## src/rtl/paddle_pkg.sv

```systemverilog
// Shared paddle types: the 2-bit move command encoding and the command FSM state.
package paddle_pkg;

    typedef enum logic [1:0] {
        DIR_NONE = 2'b00,
        DIR_DN   = 2'b01,
        DIR_UP   = 2'b10
    } dir_t;

    typedef enum logic [1:0] {
        StIdle = 2'b00,
        StUp   = 2'b01,
        StDown = 2'b10
    } cmd_state_t;

endpackage

```

## src/rtl/btn_debounce.sv

```systemverilog
// Two-flop synchroniser followed by a counting debouncer for one raw push-button.
module btn_debounce #(
    parameter int unsigned DEBOUNCE_CYCLES = 250000
) (
    input  logic clk_i,
    input  logic rst_ni,
    input  logic raw_i,
    output logic level_o
);

    localparam int unsigned CntW = $clog2(DEBOUNCE_CYCLES);
    localparam logic [CntW-1:0] CntMax = CntW'(DEBOUNCE_CYCLES - 1);

    logic            sync1_q, sync2_q;
    logic            level_q, level_d;
    logic [CntW-1:0] cnt_q, cnt_d;

    always_comb begin
        level_d = level_q;
        cnt_d   = '0;
        // Any sample agreeing with the accepted level restarts the stability count.
        if (sync2_q != level_q) begin
            if (cnt_q == CntMax) begin
                level_d = sync2_q;
            end else begin
                cnt_d = cnt_q + 1'b1;
            end
        end
    end

    always_ff @(posedge clk_i or negedge rst_ni) begin
        if (!rst_ni) begin
            sync1_q <= 1'b0;
            sync2_q <= 1'b0;
            level_q <= 1'b0;
            cnt_q   <= '0;
        end else begin
            sync1_q <= raw_i;
            sync2_q <= sync1_q;
            level_q <= level_d;
            cnt_q   <= cnt_d;
        end
    end

    assign level_o = level_q;

endmodule

```

## src/rtl/paddle_btn_cmd.sv

```systemverilog
// Converts two raw buttons into rate-limited single-cycle paddle step pulses.
// Define PADDLE_BTN_CMD_ACCEL_EN to halve the repeat period after ACCEL_STEPS pulses.
module paddle_btn_cmd
    import paddle_pkg::*;
#(
    parameter int unsigned DEBOUNCE_CYCLES = 250000,
    parameter int unsigned MOVE_PERIOD     = 416667,
    parameter int unsigned ACCEL_STEPS     = 30
) (
    input  logic       clk,
    input  logic       rst,
    input  logic       btn_up_raw,
    input  logic       btn_dn_raw,
    input  logic       enable,
    output logic [1:0] btn_cmd,
    output logic       held_up,
    output logic       held_dn
);

    localparam int unsigned RateW = $clog2(MOVE_PERIOD);
    localparam logic [RateW-1:0] FullReload = RateW'(MOVE_PERIOD - 1);

    cmd_state_t       state_q, state_d;
    dir_t             cmd_q, cmd_d;
    dir_t             dir;
    cmd_state_t       tgt;
    logic [RateW-1:0] rate_q, rate_d;
    logic             pulse;

`ifdef PADDLE_BTN_CMD_ACCEL_EN
    localparam int unsigned StepW = $clog2(ACCEL_STEPS + 1);
    localparam logic [StepW-1:0] StepMax = StepW'(ACCEL_STEPS);
    localparam logic [RateW-1:0] HalfReload = RateW'((MOVE_PERIOD >> 1) - 1);
    logic [StepW-1:0] step_q, step_d;
`endif

    btn_debounce #(
        .DEBOUNCE_CYCLES(DEBOUNCE_CYCLES)
    ) u_deb_up (
        .clk_i  (clk),
        .rst_ni (rst),
        .raw_i  (btn_up_raw),
        .level_o(held_up)
    );

    btn_debounce #(
        .DEBOUNCE_CYCLES(DEBOUNCE_CYCLES)
    ) u_deb_dn (
        .clk_i  (clk),
        .rst_ni (rst),
        .raw_i  (btn_dn_raw),
        .level_o(held_dn)
    );

    always_comb begin
        if (held_up && !held_dn) begin
            dir = DIR_UP;
        end else if (held_dn && !held_up) begin
            dir = DIR_DN;
        end else begin
            dir = DIR_NONE;
        end
        tgt = (dir == DIR_UP) ? StUp : StDown;
    end

    always_comb begin
        state_d = state_q;
        rate_d  = rate_q;
        cmd_d   = DIR_NONE;
        pulse   = 1'b0;
`ifdef PADDLE_BTN_CMD_ACCEL_EN
        step_d  = step_q;
`endif
        if (!enable || dir == DIR_NONE) begin
            state_d = StIdle;
            rate_d  = '0;
`ifdef PADDLE_BTN_CMD_ACCEL_EN
            step_d  = '0;
`endif
        end else if (state_q == StIdle) begin
            state_d = tgt;
            pulse   = 1'b1;
        end else if (state_q != tgt) begin
            state_d = tgt;
`ifdef PADDLE_BTN_CMD_ACCEL_EN
            step_d  = '0;
`endif
            // A flip right after a pulse is deferred one cycle so pulses never abut.
            if (cmd_q == DIR_NONE) begin
                pulse = 1'b1;
            end else begin
                rate_d = '0;
            end
        end else if (rate_q == '0) begin
            pulse = 1'b1;
        end else begin
            rate_d = rate_q - 1'b1;
        end

        if (pulse) begin
            cmd_d = dir;
`ifdef PADDLE_BTN_CMD_ACCEL_EN
            if (step_d != StepMax) begin
                step_d = step_d + 1'b1;
            end
            rate_d = (step_d == StepMax) ? HalfReload : FullReload;
`else
            rate_d = FullReload;
`endif
        end
    end

    always_ff @(posedge clk or negedge rst) begin
        if (!rst) begin
            state_q <= StIdle;
            cmd_q   <= DIR_NONE;
            rate_q  <= '0;
`ifdef PADDLE_BTN_CMD_ACCEL_EN
            step_q  <= '0;
`endif
        end else begin
            state_q <= state_d;
            cmd_q   <= cmd_d;
            rate_q  <= rate_d;
`ifdef PADDLE_BTN_CMD_ACCEL_EN
            step_q  <= step_d;
`endif
        end
    end

    assign btn_cmd = cmd_q;

endmodule

```

## config.mk

```make
export PLATFORM = sky130hd
export DESIGN_NAME = paddle_btn_cmd
export DESIGN_NICKNAME = d
export VERILOG_FILES = /design/src/rtl/paddle_pkg.sv /design/src/rtl/btn_debounce.sv /design/src/rtl/paddle_btn_cmd.sv
export SDC_FILE = /design/constraint.sdc
export NUM_CORES = 1
export LEC_CHECK = 0
export CAP_MARGIN = 15
export CORE_ASPECT_RATIO = 0.5
export CORE_MARGIN = 2
export CORE_UTILIZATION = 35
export CTS_CLUSTER_SIZE = 8
export DETAILED_ROUTE_END_ITERATION = 16
export RECOVER_POWER = 50
export SYNTH_ARGS = -nofsm -noshare
export SYNTH_HDL_FRONTEND = slang
export SYNTH_SLANG_ARGS = --single-unit
```

## constraint.sdc

```tcl
create_clock -name clk -period 1.7 [get_ports clk]
set_input_delay 0.51 -clock clk [delete_from_list [all_inputs] [get_ports clk]]
set_output_delay 0.51 -clock clk [all_outputs]
set_load 0.005 [all_outputs]
```

==> results.tsv <==
stage	metric	value	unit
run_status	status	finished with violations	
run_status	violations	setup timing	
setup_path	critPathSlowestCell	or4b_4	
setup_path	crit_path_max_fanout	7	
synth	synth_top_area_cell	dfrtp_1	
timing	finalCritPeriodShare	106	%
timing	fin_crit	1.80	ns
timing	worst_slew_pin_slew	1.10	ns
timing	rsz0062_at_grt	yes	
clocking	cts_tree	built	
grt	grt_overflow	0	
power	p_per_area	853	mW/mm^2
floorplan	ios	9	
power	netSwitchingPower	0.000701	W
grt	grt_pass1_wl	11400	um
place	dpl.cell_count	474	
synth	synth_area	0.00318	sq mm
clocking	cts_max_path_buffers	2	
worst_hold_path	hp-start	u_deb_up.sync1_q$_DFF_PN0_	
setup_path	critPathMaxStageDelay	0.48	ns
floorplan	die_h	71.4	um
power	swShare	19.4	%
finish	layout_common_cells	dfrtp_1, nor2_1, buf_4	
synth	ys_seq_elements	65	
route	totalWireLength	6430	um
floorplan	core-area	0.00877	sq mm
synth	synth-async-reset-ratio	100	%
route	viasPerCell	4.77	
setup_path	setup.worst_path.start_class	flop	
route	ant_nets	0	
synth	ys_types	42	
finish	layout_commonest_cell	dfrtp_1	
job	max_cap_violations	0	
synth	synth_warnings	0	
synth	syn_nets	331	
floorplan	die_w	139	um
synth	syn_area_per_cell	9.98	sq um
synth	synth_flop_cell	dfrtp_1	
timing	max_clock_freq	554	MHz
timing	setup_viol	16	
power	p_comb_share	2.4	%
power	clkPwrFrac	53.9	%
setup_path	cp.arrival	2.02	ns
setup_path	crit_chain	inv_2, ha_1, or4b_4, nor3_4, nand2b_4, buf_6, nor2_1	
timing	maxSlewHeadroom	26.6	%
timing	fin_ws	-0.104	ns
finish	nNetsFinal	391	
setup_path	critPathRequiredTime	1.91	ns
setup_path	critPathLaunch	rate_q[0]$_DFFE_PN0P_	
grt	antenna_found_initial	0	
floorplan	start_util	36.3	%
grt	grt_start_max_net_pins	46	
floorplan	die_area	0.00992	sq mm
synth	netlist_instances	319	
place	dp_hpwl	4440	um
timing	hold_ws	0.349	ns
route	route.detailed.drc	0	
place	port_buffers	8	
finish	areaGrowthSynthToFinish	33.2	%
timing	final_hold_viol_count	0	
synth	synth.top_cell.area_share	51.1	%
floorplan	rows	24	
place	gp_congestion	0.822	
finish	instances_no_fill	501	
grt	grt_util_all_layers	14.4	%
route	dr.pass1.iters	4	
finish	diodes	0	
setup_path	path_class	flop to flop	
timing	fin_skew	0.00726	ns
power	internal_power	0.00292	W
clocking	htreeDepth	3	
setup_path	crit_buf_inv	2	
synth	ys_top_cells_by_area	dfrtp_1, nor2_1, xor2_1, xnor2_1, nand2_1	
timing	slew_viol_final	0	
setup_path	critPathTopFamily	simple AND/OR/NAND/NOR gates	
finish	drive_gt1_share	26.3	%
clocking	numCtsBuffers	9	
clocking	root_buffer	clkbuf_16	
clocking	cts_hold_buf	0	
clocking	cts.sinks	65	
route	vias	2388	
power	seqPwrFrac	43.7	%
synth	ys_seq_area_share	51.1	%
route	wire_per_inst	12.8	um
setup_path	r2r_start	rate_q[0]$_DFFE_PN0P_	
synth	synth_edf_count	0	
power	ir_drop	0.521	mV
setup_path	worstSetupEndpointType	flop	
grt	grt_pass1_vias	2509	
route	drtIter0Drc	166	
clocking	clk-insertion-delay-late	0.33	ns
clocking	clk_pin_slew	0.05	ns
power	p_leak	2.05	nW
worst_hold_path	hold_class	flop to flop	
## path summary, 6_finish.rpt
kind / end / slack [ns] / cells past startpoint
min in group asynchronous: u_deb_up.cnt_q[7]$_DFF_PN0_ / 0.46 / 2
max: rate_q[10]$_DFFE_PN0P_ / -0.10 / 7
min reg2reg: u_deb_up.sync2_q$_DFF_PN0_ / 0.35 / 0
max reg2reg: rate_q[10]$_DFFE_PN0P_ / -0.10 / 7
min: u_deb_up.sync2_q$_DFF_PN0_ / 0.35 / 0
max in group asynchronous: rate_q[15]$_DFFE_PN0P_ / 0.54 / 2
## state kept, by name, indices dropped and copies added, names as in the netlist, 2 cells and up
signal	count
rate_q	19
state_q	2
btn_cmd	2
u_deb_dn.cnt_q	18
u_deb_up.cnt_q	18
## cells by family (layout without fill, tap and decap cells)
group,after synthesis,count (layout),share of synthesized area (%)
AO/OA/AOI/OAI,18,18,3.42
adder cells (fa/ha/maj),7,7,2.75
flip-flops,65,65,51.1
buffers and inverters,17,82,2.44
AND/OR/NAND/NOR,162,162,26.5
XOR/XNOR,49,49,13.5
multiplexers,1,1,0.314
## per-stage QoR
| step | total power (W) | setup slack (ns) | utilization, % | TNS (ns) | cell area, sq um |
|---|---|---|---|---|---|
| after detailed placement | 0.00170 | -0.0824 | 42.1 | -0.940 | 3690 |
| after floorplan | 0.00164 | -0.0437 | - | -0.190 | 3190 |
| after CTS | 0.00368 | -0.0740 | 47.4 | -0.484 | 4160 |
| after global routing | 0.00375 | -0.150 | 48.3 | -2.22 | 4240 |
| final | 0.00362 | -0.104 | 48.3 | -0.976 | 4240 |
| after global placement | 0.00169 | -0.0410 | 42.1 | -0.328 | 3690 |
## synth_stat cells, types with 2 or more instances
| library cell | instances |
|---|---|
| dfrtp_1 | 65 |
| nor2_1 | 62 |
| nand2_1 | 29 |
| xor2_1 | 26 |
| xnor2_1 | 23 |
| nand3_1 | 14 |
| inv_1 | 10 |
| nor3_1 | 8 |
| o21ai_0 | 8 |
| ha_1 | 7 |
| nand4_1 | 7 |
| nor4_1 | 6 |
| nor2b_1 | 5 |
| a21oi_1 | 4 |
| and4_1 | 4 |
| nand2b_1 | 4 |
| and2_1 | 3 |
| buf_4 | 3 |
| nor4b_1 | 3 |
| and3_1 | 2 |
| buf_2 | 2 |
| clkbuf_1 | 2 |
| nand3b_1 | 2 |
| o31ai_1 | 2 |
## power groups by stage
| stage | clock network [W] | logic (W) | registers [W] |
|---|---|---|---|
| 2_1_floorplan | 0 | 0.0000347 | 0.00160 |
| 3_3_place_gp | 0 | 0.0000916 | 0.00160 |
| 3_5_place_dp | 0 | 0.0000955 | 0.00160 |
| 4_1_cts | 0.00201 | 0.0000960 | 0.00158 |
| 5_1_grt | 0.00207 | 0.000102 | 0.00158 |
| 6_report | 0.00195 | 0.0000871 | 0.00158 |
## metal layers
layer	part of all wire (%)	vias up	track usage, %
li1	-	1191	-
met1	44	1171	16.5
met2	51	14	25.7
met3	2.6	12	4.34
met4	1.9	0	5.95
met5	0	-	0
## cell type report
class	instances	area (sq um)
fillers	802	4530
multi-input cells	237	1650
flip-flops and latches	65	1630
repair buffers	56	458
clock buffers	11	243
well taps	117	146
clock inverters	5	78.8
inverters	10	37.5
## timing repair
action,4_1_cts,5_1_grt
endpoints found under the setup margin,20,57
pin swaps,3,5
gates resized for setup,26,20
setup buffers,8,3
cloned,1,0
No activity file was read; power rests on OpenSTA's default activity.
